### config.mk
export PLATFORM = sky130hd
export DESIGN_NAME = uart_rx_queue
export DESIGN_NICKNAME = d
export VERILOG_FILES = /design/src/rtl/uart_rx_queue.sv
export SDC_FILE = /design/constraint.sdc
export NUM_CORES = 1
export LEC_CHECK = 0
export BUFFER_PORTS_ARGS = -buffer_cell sky130_fd_sc_hd__buf_2
export CAP_MARGIN = 30
export CORE_MARGIN = 1
export CORE_UTILIZATION = 50
export DETAILED_ROUTE_END_ITERATION = 10
export PLACE_DENSITY = 0.68
export SLEW_MARGIN = 20
export SYNTH_ARGS = -nofsm -noshare
export SYNTH_HDL_FRONTEND = slang
export SYNTH_SLANG_ARGS = --single-unit
### constraint.sdc
create_clock -name clk -period 7.6 [get_ports clk]
set_input_delay 0 -clock clk [delete_from_list [all_inputs] [get_ports clk]]
set_output_delay 0 -clock clk [all_outputs]
set_load 0.03 [all_outputs]
### src/rtl/uart_rx_queue.sv
// uart_rx_queue
// Serial receive front-end for the RAM1/UART memory path. Notices a byte
// waiting in the external UART chip (data_ready), requests the shared RAM1
// data bus, strobes rdn low to read the byte, then pushes it into a circular
// queue. The memory stage pops bytes from the front of that queue.
//
// Ports:
//   clk, rst          system clock, asynchronous active-low reset
//   data_ready        UART chip has a byte (asynchronous, level)
//   uart_data_in[7:0] low byte of the shared RAM1 data bus
//   bus_req           request for the RAM1 data bus while a read is pending
//   bus_grant         RAM1 bus released to this block
//   rdn               UART read strobe, active-low
//   pop               consume the front byte (one-cycle pulse)
//   front_data[15:0]  {8'b0, front byte}; valid while not_empty
//   not_empty, full   queue status flags
//   front, tail       queue indices (debug)
//   drop_cnt[7:0]     bytes lost to a full queue, saturating
module uart_rx_queue #(
  parameter int DEPTH_LOG2     = 4,
  parameter int RD_CYCLES      = 3,
  parameter int RECOVER_CYCLES = 2
) (
  input  logic                  clk,
  input  logic                  rst,
  input  logic                  data_ready,
  input  logic [7:0]            uart_data_in,
  output logic                  bus_req,
  input  logic                  bus_grant,
  output logic                  rdn,
  input  logic                  pop,
  output logic [15:0]           front_data,
  output logic                  not_empty,
  output logic                  full,
  output logic [DEPTH_LOG2-1:0] front,
  output logic [DEPTH_LOG2-1:0] tail,
  output logic [7:0]            drop_cnt
);

  localparam int DEPTH = 1 << DEPTH_LOG2;
  localparam int MAXC  = (RD_CYCLES > RECOVER_CYCLES) ? RD_CYCLES : RECOVER_CYCLES;
  localparam int CW    = (MAXC > 1) ? $clog2(MAXC) : 1;

  typedef enum logic [2:0] {
    IDLE, WAIT_GRANT, RD_LOW, CAPTURE, RECOVER
  } state_e;

  state_e                state_q, state_d;
  logic [CW-1:0]         cnt_q, cnt_d;
  logic                  ds1_q, ds2_q;
  logic [DEPTH_LOG2-1:0] front_q, front_d, tail_q, tail_d, tail_inc;
  logic [7:0]            drop_q, drop_d;
  logic [7:0]            mem_q [DEPTH];
  logic                  push, drop, pop_ok;

  // Two-flop synchroniser; ds2_q is the synchronised data_ready.
  always_ff @(posedge clk or negedge rst) begin
    if (!rst) begin
      ds1_q <= 1'b0;
      ds2_q <= 1'b0;
    end else begin
      ds1_q <= data_ready;
      ds2_q <= ds1_q;
    end
  end

  always_ff @(posedge clk or negedge rst) begin
    if (!rst) begin
      state_q <= IDLE;
      cnt_q   <= '0;
      front_q <= '0;
      tail_q  <= '0;
      drop_q  <= '0;
    end else begin
      state_q <= state_d;
      cnt_q   <= cnt_d;
      front_q <= front_d;
      tail_q  <= tail_d;
      drop_q  <= drop_d;
    end
  end

  // Queue storage is deliberately not reset.
  always_ff @(posedge clk) begin
    if (push) mem_q[tail_q] <= uart_data_in;
  end

  always_comb begin
    state_d = state_q;
    cnt_d   = cnt_q;
    push    = 1'b0;
    drop    = 1'b0;
    unique case (state_q)
      IDLE:       if (ds2_q) state_d = WAIT_GRANT;
      WAIT_GRANT: if (bus_grant) begin
                    state_d = RD_LOW;
                    cnt_d   = CW'(RD_CYCLES - 1);
                  end
      // Grant loss from here on is ignored; the read always completes.
      RD_LOW:     if (cnt_q == '0) state_d = CAPTURE;
                  else             cnt_d = cnt_q - 1'b1;
      CAPTURE: begin
        state_d = RECOVER;
        cnt_d   = CW'(RECOVER_CYCLES - 1);
        // full is taken before any same-cycle pop, so an arriving byte is
        // dropped even if a slot frees up on this edge.
        if (full) drop = 1'b1;
        else      push = 1'b1;
      end
      RECOVER:    if (cnt_q == '0) state_d = IDLE;
                  else             cnt_d = cnt_q - 1'b1;
      default:    state_d = IDLE;
    endcase
  end

  assign tail_inc = tail_q + 1'b1;
  assign pop_ok   = pop && not_empty;
  assign tail_d   = push ? tail_inc : tail_q;
  assign front_d  = pop_ok ? front_q + 1'b1 : front_q;
  assign drop_d   = (drop && drop_q != 8'hFF) ? drop_q + 8'd1 : drop_q;

  // Strobes decode from state alone so an async reset clears them at once.
  assign rdn        = !(state_q == RD_LOW || state_q == CAPTURE);
  assign bus_req    = (state_q == WAIT_GRANT) || (state_q == RD_LOW) ||
                      (state_q == CAPTURE);
  assign not_empty  = (front_q != tail_q);
  assign full       = (tail_inc == front_q);
  assign front_data = {8'h00, mem_q[front_q]};
  assign front      = front_q;
  assign tail       = tail_q;
  assign drop_cnt   = drop_q;

endmodule

# --- Yosys cells after proc, flatten, opt, wreduce, memory -nomap -nowiden ---
# Memory sizes are Yosys's and may differ from the RTL's.
# Cells that the tools add are included.
totals:
  ff_bits: 23
  ram_bits: 128
  n_memories: 1
  output_inout_bits: 36
  wordCells: 50
  in_bits: 13
classes:
  addsub: 4
  n_eq_ne: 12
  reduce_logical: 12
  mux: 14
mem_list:
  columns: ["memory", "words", "width", "rd", "rd_ports_with_merged_regs", "write_ports", "line_no", "source"]
  rows:
  - ["mem_q", 16, 8, 1, 0, 1, "53", "logic [7:0] mem_q [DEPTH];"]
ops:
  columns: ["cell", "n"]
  rows:
  - ["case mux 3 bit (5 select lines)", 1]
  - ["2-to-1 mux 3 bit", 4]
  - ["!= test 2 bit, second input constant", 5]
  - ["adder 4 x 1 -> 4 bit, second input constant", 2]
  - ["adder 8 x 1 -> 8 bit, second input constant", 1]
  - ["!= test 8 bit, second input constant", 1]
  - ["== test 3 x 2 -> 1 bit, second input constant", 2]
  - ["2-to-1 mux 1 bit", 6]
  - ["case mux 2 bit (3 select lines)", 1]
  - ["== test 4 bit", 1]
  - ["2-to-1 mux 2 bit", 2]
  - ["!= test 4 bit", 1]
  - ["AND reduction 4 bit", 1]
  - ["== test 3 x 1 -> 1 bit, second input constant", 1]
  - ["== test 3 bit, second input constant", 1]
  - ["zero test 3 bit", 1]
  - ["logical OR 1 bit", 3]
  - ["AND reduction 3 bit", 1]
  - ["nonzero test 3 bit", 1]
  - ["logical AND 1 bit", 2]
  - ["zero test 2 bit", 1]
  - ["OR reduction 2 bit", 1]
  - ["subtractor 2 x 1 -> 2 bit, second input constant", 1]
  - ["zero test 1 bit", 1]

# --- Logic depth before layout (Yosys ltp) ---
# Gate-level depths: netlist (run 1).
logic_depth:
  ltp_word: 6
  ltp_mapped: 7
  ltp_nobuf: 6

# --- Worst setup path before layout (run 1) ---
# Ideal clock, no wire load.
synth_timing:
  path_kind: "register to register"
  from: "reg tail_q[0] (netlist: tail[0])"
  to: "mem mem_q[2][0], enable pin"
  arrival_ns: 2.525
  path_buffers: 0
  t_required_ns: 7.202
  setup_ns: 0.398
  path_slack_ns: 4.677
  path_stages_with_launch: 6
  path_cell_list: "dfrtp_1 > ha_1 > xnor3_1 > nand3_4 > o21ai_4 > nor4b_1"
synth_between:
  elab_chain_len: 6
synth_rtl:
  columns: ["item", "line_no", "source"]
  rows:
  - ["start: declaration", "51", "logic [DEPTH_LOG2-1:0] front_q, front_d, tail_q, tail_d, tail_inc;"]
  - ["start signal: assignment", "78", "tail_q <= tail_d;"]
  - ["adder 4 x 1 -> 4 bit", "116", "assign tail_inc = tail_q + 1'b1;"]
  - ["== test 4 bit", "127", "assign full = (tail_inc == front_q);"]
  - ["2-to-1 mux 1 bit", "107", "if (full) drop = 1'b1;"]
  - ["2-to-1 mux 1 bit", "93", "unique case (state_q)"]
  - ["2-to-1 mux 1 bit", "85", "if (push) mem_q[tail_q] <= uart_data_in;"]
  - ["2-to-1 mux 1 bit (implied by the code)", "85", null]
  - ["end: declaration", "53", null]
# Parallel ways exist; a longest one is shown, timed or not.

# --- Final worst setup path (run 1) ---
layout_timing:
  from: "reg tail_q[2] (netlist: tail[2])"
  to: "mem mem_q[2][7], enable pin"
# Same word-level chain as after synthesis.

==> impl_results.md, run 1 <==
- Outcome: completed
- Setup crit end: mem_q[2][7]$_DFFE_PP_
- DR iter-0 viols: 286
- Clock transition at path regs: 0.06 ns
- Vias post-DR: 3,422
- Share of layout cells above drive strength 1: 28.6%
- Number of flops mapped to enable cells by yosys: 128
- WP data required: 7.64 ns
- Hold_sp: uart_data_in[5]
- Vias per Instance: 5.72
- CTS tree: done
- R2r endpoint: mem_q[2][7]$_DFFE_PP_
- Num rows: 40
- Final RePlAce weighted congestion: 0.776
- CTS Buf Count: 17
- Port Buf Inserts: 40
- Sequential-to-total area share from yosys stat: 69.2%
- Area of the multi-input gates: 1840 µm²
- Die ar.: 13,200 µm²
- Vias in the first global route: 3,395
- Post-synth top flop: edfxtp_1
- # IOs: 49
- Max-cap violations: 0
- Actual slew at the worst max-slew pin: 0.922 ns
- Worst skew pair latency: 0.42 ns
- All-layer global routing usage: 21.0%
- DIE HEIGHT: 115 µm
- Initial core utilization: 52.3%
- Final setup fails: 0
- FF-to-FF path depth: 4
- Min-Delay Path Class: input port to register
- VDD IR-drop max: 205 µV
- CP Capture Type: register
- Final Skew: 0.00681 ns
- Clk sinks: 151
- Max Slew Vio Count: 0
- Detailed Routing Iterations Pass 1: 5
- Leakage: 2.61 nW
- Synth Cell Area: 6390 µm²
- Max_slew headroom: 38.4%
- Slowest CP cell: nor4b_2
- DRC: 0
- Leading area contributor after synthesis: edfxtp_1
- Asr flop ratio synth: 15.2%
- Routed length per instance: 20.8 µm
- Flip-flop and latch count after synthesis: 151
- Top cells by area, synth: edfxtp_1 (60%), mux4_2 (11%), dfrtp_1 (9.0%)
- Final min period: 3.03 ns
- Crit share post-route: 39.9%
- Final Hold Vio Count: 0
- Yosys warns: 0
- CP Max Fanout: 18
- Achievable Freq: 330 MHz
- Clk root buf: clkbuf_16
- Storage element area: 4420 µm²
- Top cell type's share of synthesized area: 60.2%
- Final wirelength: 12.5 mm
- Critical path arrival: 3.07 ns
- Largest net degree at the start of global routing: 38
- Pre-CTS WS: 4.48 ns
- First-pass GRT wire length: 19.6 mm
- Overflow after GRT: 0
- Synth cell count leaders: edfxtp_1 (128), mux4_2 (32), dfrtp_1 (23)
- Clk buf depth: 2
- Initial antenna violation count: 0
- Crit-path cells: and3_1, xor2_2, o21ai_4, nor4b_2
- Most frequent cell after synthesis: edfxtp_1
- Antenna Cells: 0
- Final nets: 437
- Post-synth cell types: 51
- Hold-critical path depth: 1
- Unrepaired setup endpoints after global routing: false
- Crit start category: register
- Worst reg2reg startpoint: tail[2]$_DFFE_PN0P_
- Fillers: 931
- Worst setup startpoint: tail[2]$_DFFE_PN0P_
- Area added between synthesis and finish: 15.1%
- Setup TNS: 0 ns
- DP Area: 6690 µm²
- Width of the die: 115 µm
- Worst setup slack after layout: 4.57 ns
- Post-DRT Antenna Nets: 0
- Slowest stage delay, CP: 0.82 ns
- CTS H-tree lvls: 4
- P per Cell Area: 381 nW/µm²
- Core area: 12,200 µm²
- Worst Setup Path Type: register to register
- Cells after Synth: 368
- Mapped Avg Cell Area: 17.4 µm²
- Fin area: 7360 µm²
- Post-DP HPWL: 8.31 mm
- R2R setup slack: 4.57 ns
==> per-layer routing <==
metal	vias to the layer above	track usage, %	wire [µm]
li1	1521	-	-
met1	1752	29.2	5480
met2	136	31.8	6000
met3	13	6.80	820
met4	0	6.58	152
met5	-	0	0
==> cell families (layout without fill, tap and decap cells) <==
group                    Yosys count  after routing  synth area share [%]
AO/OA/AOI/OAI                     33             33                  3.82
XOR/XNOR                          18             18                  2.92
adder cells (fa/ha/maj)            7              7                  1.37
buffers and inverters             33             88                  2.72
flip-flops                       151            151                  69.2
multiplexers                      39             39                  12.7
other                              1              8                0.0587
AND/OR/NAND/NOR                   86             86                  7.28
==> stage by stage <==
step	total power [mW]	hold WS, ns	instances	utilization [%]
6_report	2.80	0.00531	598	60.2
5_1_grt	2.94	0.0118	598	60.2
4_1_cts	2.82	0.00263	596	60.1
3_5_place_dp	2.04	0.00174	556	54.8
3_3_place_gp	2.02	0.00711	556	54.8
2_1_floorplan	1.81	-0.296	375	-
==> how the worst min path moves through the flow <==
| stage | end | slack (ns) |
|---|---|---|
| finish | mem_q[1][5]$_DFFE_PP_ | 0.005 |
| global placement | drop_cnt[0]$_DFFE_PN0P_ | 0.007 |
| floorplan | cnt_q[0]$_DFFE_PN0P_ | -0.30 |
| CTS | mem_q[1][5]$_DFFE_PP_ | 0.003 |
| global route | mem_q[10][3]$_DFFE_PP_ | 0.01 |
| detailed placement | drop_cnt[1]$_DFFE_PN0P_ | 0.002 |
==> critical path: cells and delay by family, from the launching register on <==
kind / cells / cell delay [ns]
simple gates: 2 / 1.14
flops: 1 / 0.69
xor+xnor: 1 / 0.53
compound gates: 1 / 0.28
==> repair_timing <==
| action | CTS | global route |
|---|---|---|
| gates resized for setup | 0 | 0 |
| hold buffers | 8 | 0 |
| hold endpoints to repair | 86 | 0 |
| buffers inserted | 0 | 0 |
==> sequential cells by signal, summed over array words and instances (netlist names) <==
register and count:
cnt_q 2, drop_cnt 8, ds1_q 1, ds2_q 1, front 4, mem_q 128
state_q 3, tail 4
==> report_power, final <==
| group | switching (mW) | internal [mW] |
|---|---|---|
| registers | 0.0775 | 0.957 |
| clock network | 0.302 | 0.481 |
| logic | 0.611 | 0.372 |
| total | 0.990 | 1.81 |
==> cell type report <==
class | instances | area share [%]
Clock buffer | 26 | 7.23
Clock inverter | 6 | 0.459
Inverter | 4 | 0.204
Multi-Input combinational cell | 191 | 25.0
Sequential cell | 151 | 60.1
Tap cell | 168 | 2.86
Timing Repair Buffer | 52 | 4.15
==> cell usage in the layout (no fill, tap or decap), drive strengths merged, types with 8 or more instances in the layout <==
master       instances
edfxtp             128
buf                 44
mux4                32
clkbuf              26
dfrtp               23
nand2               22
nor2                19
a22oi               16
xor2                12
conb                 8
dlygate4sd3          8
nor3                 8
Power figures use the tool's default switching activity.
==> inputs of run 2 (changes only) <==
==> constraint.sdc (replaced) <==
create_clock -name clk -period 3.1 [get_ports clk]
set_input_delay 0 -clock clk [delete_from_list [all_inputs] [get_ports clk]]
set_output_delay 0 -clock clk [all_outputs]
set_load 0.03 [all_outputs]
==> impl_results.md, run 2 (synthesis gave the netlist of run 1 again) <==
- DRC: 0
- Min-Delay Path Class: input port to register
- CTS H-tree lvls: 4
- Setup TNS: 0 ns
- Pre-CTS WS: 0.311 ns
- Largest net degree at the start of global routing: 38
- Post-DP HPWL: 8.26 mm
- DR iter-0 viols: 408
- Initial core utilization: 52.3%
- First-pass GRT wire length: 19.7 mm
- Crit start category: register
- Final setup fails: 0
- Final min period: 2.65 ns
- Largest reg by FF count: mem_q
- Slowest stage delay, CP: 0.62 ns
- Area of the multi-input gates: 1830 µm²
- Routed length per instance: 21.1 µm
- CTS tree: done
- Port Buf Inserts: 40
- Unrepaired setup endpoints after global routing: false
- Final wirelength: 12.8 mm
- Final core occ: 60.8%
- P per Cell Area: 950 nW/µm²
- Slowest CP cell: mux4_2
- VDD IR-drop max: 463 µV
- Num rows: 40
- CTS Hold Bufs: 7
- Leakage: 2.65 nW
- Number of flip-flops in the largest register: 128
- Vias post-DR: 3,439
- Initial antenna violation count: 0
- R2R setup slack: 0.49 ns
- Max_slew headroom: 41.6%
- Final RePlAce weighted congestion: 0.757
- Resized Gates After CTS: 0
- Final Skew: 0.00732 ns
- CP Max Fanout: 36
- Achievable Freq: 377 MHz
- Post-DRT Antenna Nets: 0
- Clk root buf: clkbuf_16
- Commonest cells after routing, fill and taps aside: edfxtp_1 (128), buf_2 (43), mux4_2 (32)
- Worst skew pair latency: 0.42 ns
- Final Hold Vio Count: 0
- Hold-critical path depth: 1
- Detailed Routing Iterations Pass 1: 5
- Worst setup slack after layout: 0.451 ns
- CP Capture Type: primary output
- Crit-path cells: buf_4, mux4_2, a22oi_1, nand2_1, buf_2
- CTS Buf Count: 17
- Vias in the first global route: 3,336
- DIE HEIGHT: 115 µm
- Overflow after GRT: 0
- Core area: 12,200 µm²
- Critical path arrival: 2.65 ns
- Vias per Instance: 5.68
- WHS Endpoint: mem_q[0][5]$_DFFE_PP_
- WP data required: 3.10 ns
- All-layer global routing usage: 21.4%
- Worst Setup Path Type: register to primary output
- Clock transition at path regs: 0.06 ns
- Antenna Cells: 0
- Share of layout cells above drive strength 1: 29.5%
- Storage element area: 4420 µm²
- Fillers: 935
- Worst reg2reg startpoint: tail[0]$_DFFE_PN0P_
- Max-cap violations: 0
- Final nets: 444
- Die ar.: 13,200 µm²
- Width of the die: 115 µm
- Outcome: completed
- Crit share post-route: 85.5%
- Area added between synthesis and finish: 16.2%
- Most common cell after layout, fill and taps aside: edfxtp_1
- R2r endpoint: mem_q[2][3]$_DFFE_PP_
- # IOs: 49
- Max Slew Vio Count: 0
- FF-to-FF path depth: 5
- Post-CTS Setup Inserts: 0
- Clk buf depth: 2
- Clk sinks: 151
- Hold_sp: uart_data_in[5]
- Actual slew at the worst max-slew pin: 0.873 ns
-- run 2: worst max-delay path by stage --
stage                            end            startpoint  cells after the start
2_1_floorplan  mem_q[2][0]$_DFFE_PP_   tail[0]$_DFFE_PN0P_                      5
3_3_place_gp   mem_q[6][2]$_DFFE_PP_   tail[0]$_DFFE_PN0P_                      5
3_5_place_dp   mem_q[7][7]$_DFFE_PP_   tail[0]$_DFFE_PN0P_                      5
4_1_cts        mem_q[7][1]$_DFFE_PP_   tail[0]$_DFFE_PN0P_                      5
5_1_grt        mem_q[2][3]$_DFFE_PP_   tail[0]$_DFFE_PN0P_                      6
6_report               front_data[0]  front[0]$_DFFE_PN0P_                      5
-- run 2: final cells by class --
| cell class | instances | share of cell area, % |
|---|---|---|
| Sequential cell | 151 | 59.5 |
| Clock buffer | 28 | 7.70 |
| Clock inverter | 4 | 0.303 |
| Timing Repair Buffer | 59 | 4.75 |
| Inverter | 4 | 0.202 |
| Multi-Input combinational cell | 191 | 24.7 |
| Tap cell | 168 | 2.83 |
-- run 2: where the power goes --
part / total (mW) / switching [mW] / internal, mW
clock: 2.02 / 0.760 / 1.26
sequential: 2.49 / 0.144 / 2.35
combinational: 2.55 / 1.58 / 0.968
total: 7.06 / 2.48 / 4.57
-- run 2: per-layer routing --
metal / GRT usage (%) / vias to the layer above / routed length [µm]
met5: 0 / - / 0
met4: 8.23 / 0 / 278
met3: 4.90 / 21 / 949
met2: 31.6 / 136 / 5940
met1: 31.2 / 1745 / 5600
li1: - / 1537 / -
-- run 2: stage by stage --
stage / std cells / hold slack, ns / cell area [µm²] / total power, mW
after floorplan: 375 / -0.296 / 6420 / 4.43
after global placement: 563 / 0.00442 / 6740 / 5.04
after detailed placement: 563 / 0.0112 / 6740 / 5.08
after CTS: 602 / 0.00443 / 7410 / 7.10
after global routing: 605 / 0.0176 / 7430 / 7.36
final: 605 / 0.00138 / 7430 / 7.06
-- run 2: worst max-delay path: cells and delay by family, from the launching register on --
kind	cells	cell delay [ns]
mux	1	0.62
buf+inv	2	0.75
flops	1	0.38
simple gates	1	0.09
compound gates	1	0.37
==> inputs of run 3 (changes only) <==
--- a/config.mk
+++ b/config.mk
@@ -5,12 +5,11 @@
 export SDC_FILE = /design/constraint.sdc
 export NUM_CORES = 1
 export LEC_CHECK = 0
-export BUFFER_PORTS_ARGS = -buffer_cell sky130_fd_sc_hd__buf_2
 export CAP_MARGIN = 30
 export CORE_MARGIN = 1
 export CORE_UTILIZATION = 50
 export DETAILED_ROUTE_END_ITERATION = 10
-export PLACE_DENSITY = 0.68
+export DONT_BUFFER_PORTS = 1
 export SLEW_MARGIN = 20
 export SYNTH_ARGS = -nofsm -noshare
 export SYNTH_HDL_FRONTEND = slang
==> impl_results.md, run 3 (synthesis gave the netlist of run 1 again) <==
- Area added between synthesis and finish: 15.2%
- Resized Gates After CTS: 0
- Final Skew: 0.00565 ns
- Vias post-DR: 3,324
- Post-DP HPWL: 8.46 mm
- Worst Setup Path Type: register to primary output
- Width of the die: 115 µm
- Outcome: completed
- Achievable Freq: 372 MHz
- WP data required: 3.10 ns
- Num rows: 40
- Clk buf depth: 2
- CTS Buf Count: 17
- DIE HEIGHT: 115 µm
- Pre-CTS WS: 0.509 ns
- Area of the multi-input gates: 1830 µm²
- Post-DRT Antenna Nets: 0
- Clk sinks: 151
- VDD IR-drop max: 548 µV
- Clk root buf: clkbuf_16
- CP Capture Type: primary output
- Max-cap violations: 0
- Actual slew at the worst max-slew pin: 0.842 ns
- Clock transition at path regs: 0.06 ns
- Final Hold Vio Count: 0
- Vias in the first global route: 3,373
- Fillers: 928
- Commonest cells after routing, fill and taps aside: edfxtp_1 (128), mux4_2 (32), nand2_1 (22)
- Share of layout cells above drive strength 1: 24.5%
- Crit start category: register
- Final RePlAce weighted congestion: 0.748
- CP Max Fanout: 36
- Critical path arrival: 2.69 ns
- DR iter-0 viols: 274
- Detailed Routing Iterations Pass 1: 4
- Number of flip-flops in the largest register: 128
- Setup TNS: 0 ns
- Die ar.: 13,200 µm²
- Final min period: 2.69 ns
- Crit share post-route: 86.6%
- Core area: 12,200 µm²
- DRC: 0
- Vias per Instance: 5.71
- WHS: 0.139 ns
- Slowest CP cell: buf_4
- Unrepaired setup endpoints after global routing: false
- Min-Delay Path Class: input port to register
- Final setup fails: 0
- Crit-path cells: buf_4, mux4_2, a22oi_1, nand2_1
- Max Slew Vio Count: 0
- Initial antenna violation count: 2
- Leakage: 2.54 nW
- All-layer global routing usage: 22.6%
- R2R setup slack: 0.53 ns
- Largest net degree at the start of global routing: 37
- Routed length per instance: 23.0 µm
- Slowest stage delay, CP: 0.60 ns
- Post-route insts no fill: 582
- Overflow after GRT: 0
- Max_slew headroom: 43.7%
- Storage element area: 4420 µm²
- CTS tree: done
- Largest reg by FF count: mem_q
- Initial core utilization: 52.3%
- Worst skew pair latency: 0.42 ns
- Most common cell after layout, fill and taps aside: edfxtp_1
- Final wirelength: 13.4 mm
- Post-CTS Setup Inserts: 0
- Port Buf Inserts: 0
- P per Cell Area: 958 nW/µm²
- Final Power: 7.05 mW
- CTS H-tree lvls: 4
- First-pass GRT wire length: 20.6 mm
- Final nets: 420
- Dpl cells: 534
- CTS Hold Bufs: 14
- # IOs: 49
- Worst setup slack after layout: 0.414 ns
[run 3: worst paths after layout]
check / cells past startpoint / from / to
setup / recovery: 4 / front[0]$_DFFE_PN0P_ / front_data[7]
hold / removal: 1 / data_ready / ds1_q$_DFF_PN0_
setup reg to reg: 6 / tail[0]$_DFFE_PN0P_ / mem_q[2][6]$_DFFE_PP_
hold reg to reg: 0 / ds1_q$_DFF_PN0_ / ds2_q$_DFF_PN0_
max in group asynchronous: 3 / rst / front[1]$_DFFE_PN0P_
min in group asynchronous: 3 / rst / drop_cnt[3]$_DFFE_PN0P_
[run 3: through the flow]
step	area [µm²]	utilization, %
2_1_floorplan	6420	-
3_3_place_gp	6600	54.1
3_5_place_dp	6620	54.2
4_1_cts	7360	60.2
5_1_grt	7360	60.3
6_report	7360	60.3
[run 3: critical path: cells and delay by family (launching register included)]
family | cells | cell delay [ns]
flops | 1 | 0.38
mux | 1 | 0.59
simple gates | 1 | 0.30
buf+inv | 1 | 0.60
compound gates | 1 | 0.33
[run 3: area by class of cell]
type                            count  share of cell area (%)
Inverter                            4                   0.204
Clock buffer                       18                    5.83
Timing Repair Buffer               35                    3.98
Tap cell                          168                    2.86
Multi-Input combinational cell    191                    24.9
Clock inverter                     14                    2.14
Sequential cell                   151                    60.1
Antenna cell                        1                  0.0340
[run 3: report_power, final]
group / switching, mW / leakage [nW] / internal [mW]
Combinational: 1.58 / 0.822 / 0.924
Sequential: 0.153 / 1.44 / 2.35
Clock: 0.790 / 0.283 / 1.26
[run 3: metal layers]
layer	global-route usage, %	vias up	share of wire (%)
met2	31.2	120	46
met5	0	-	0.12
li1	-	1494	-
met3	6.59	12	7.7
met1	33.8	1696	45
met4	9.52	2	0.96
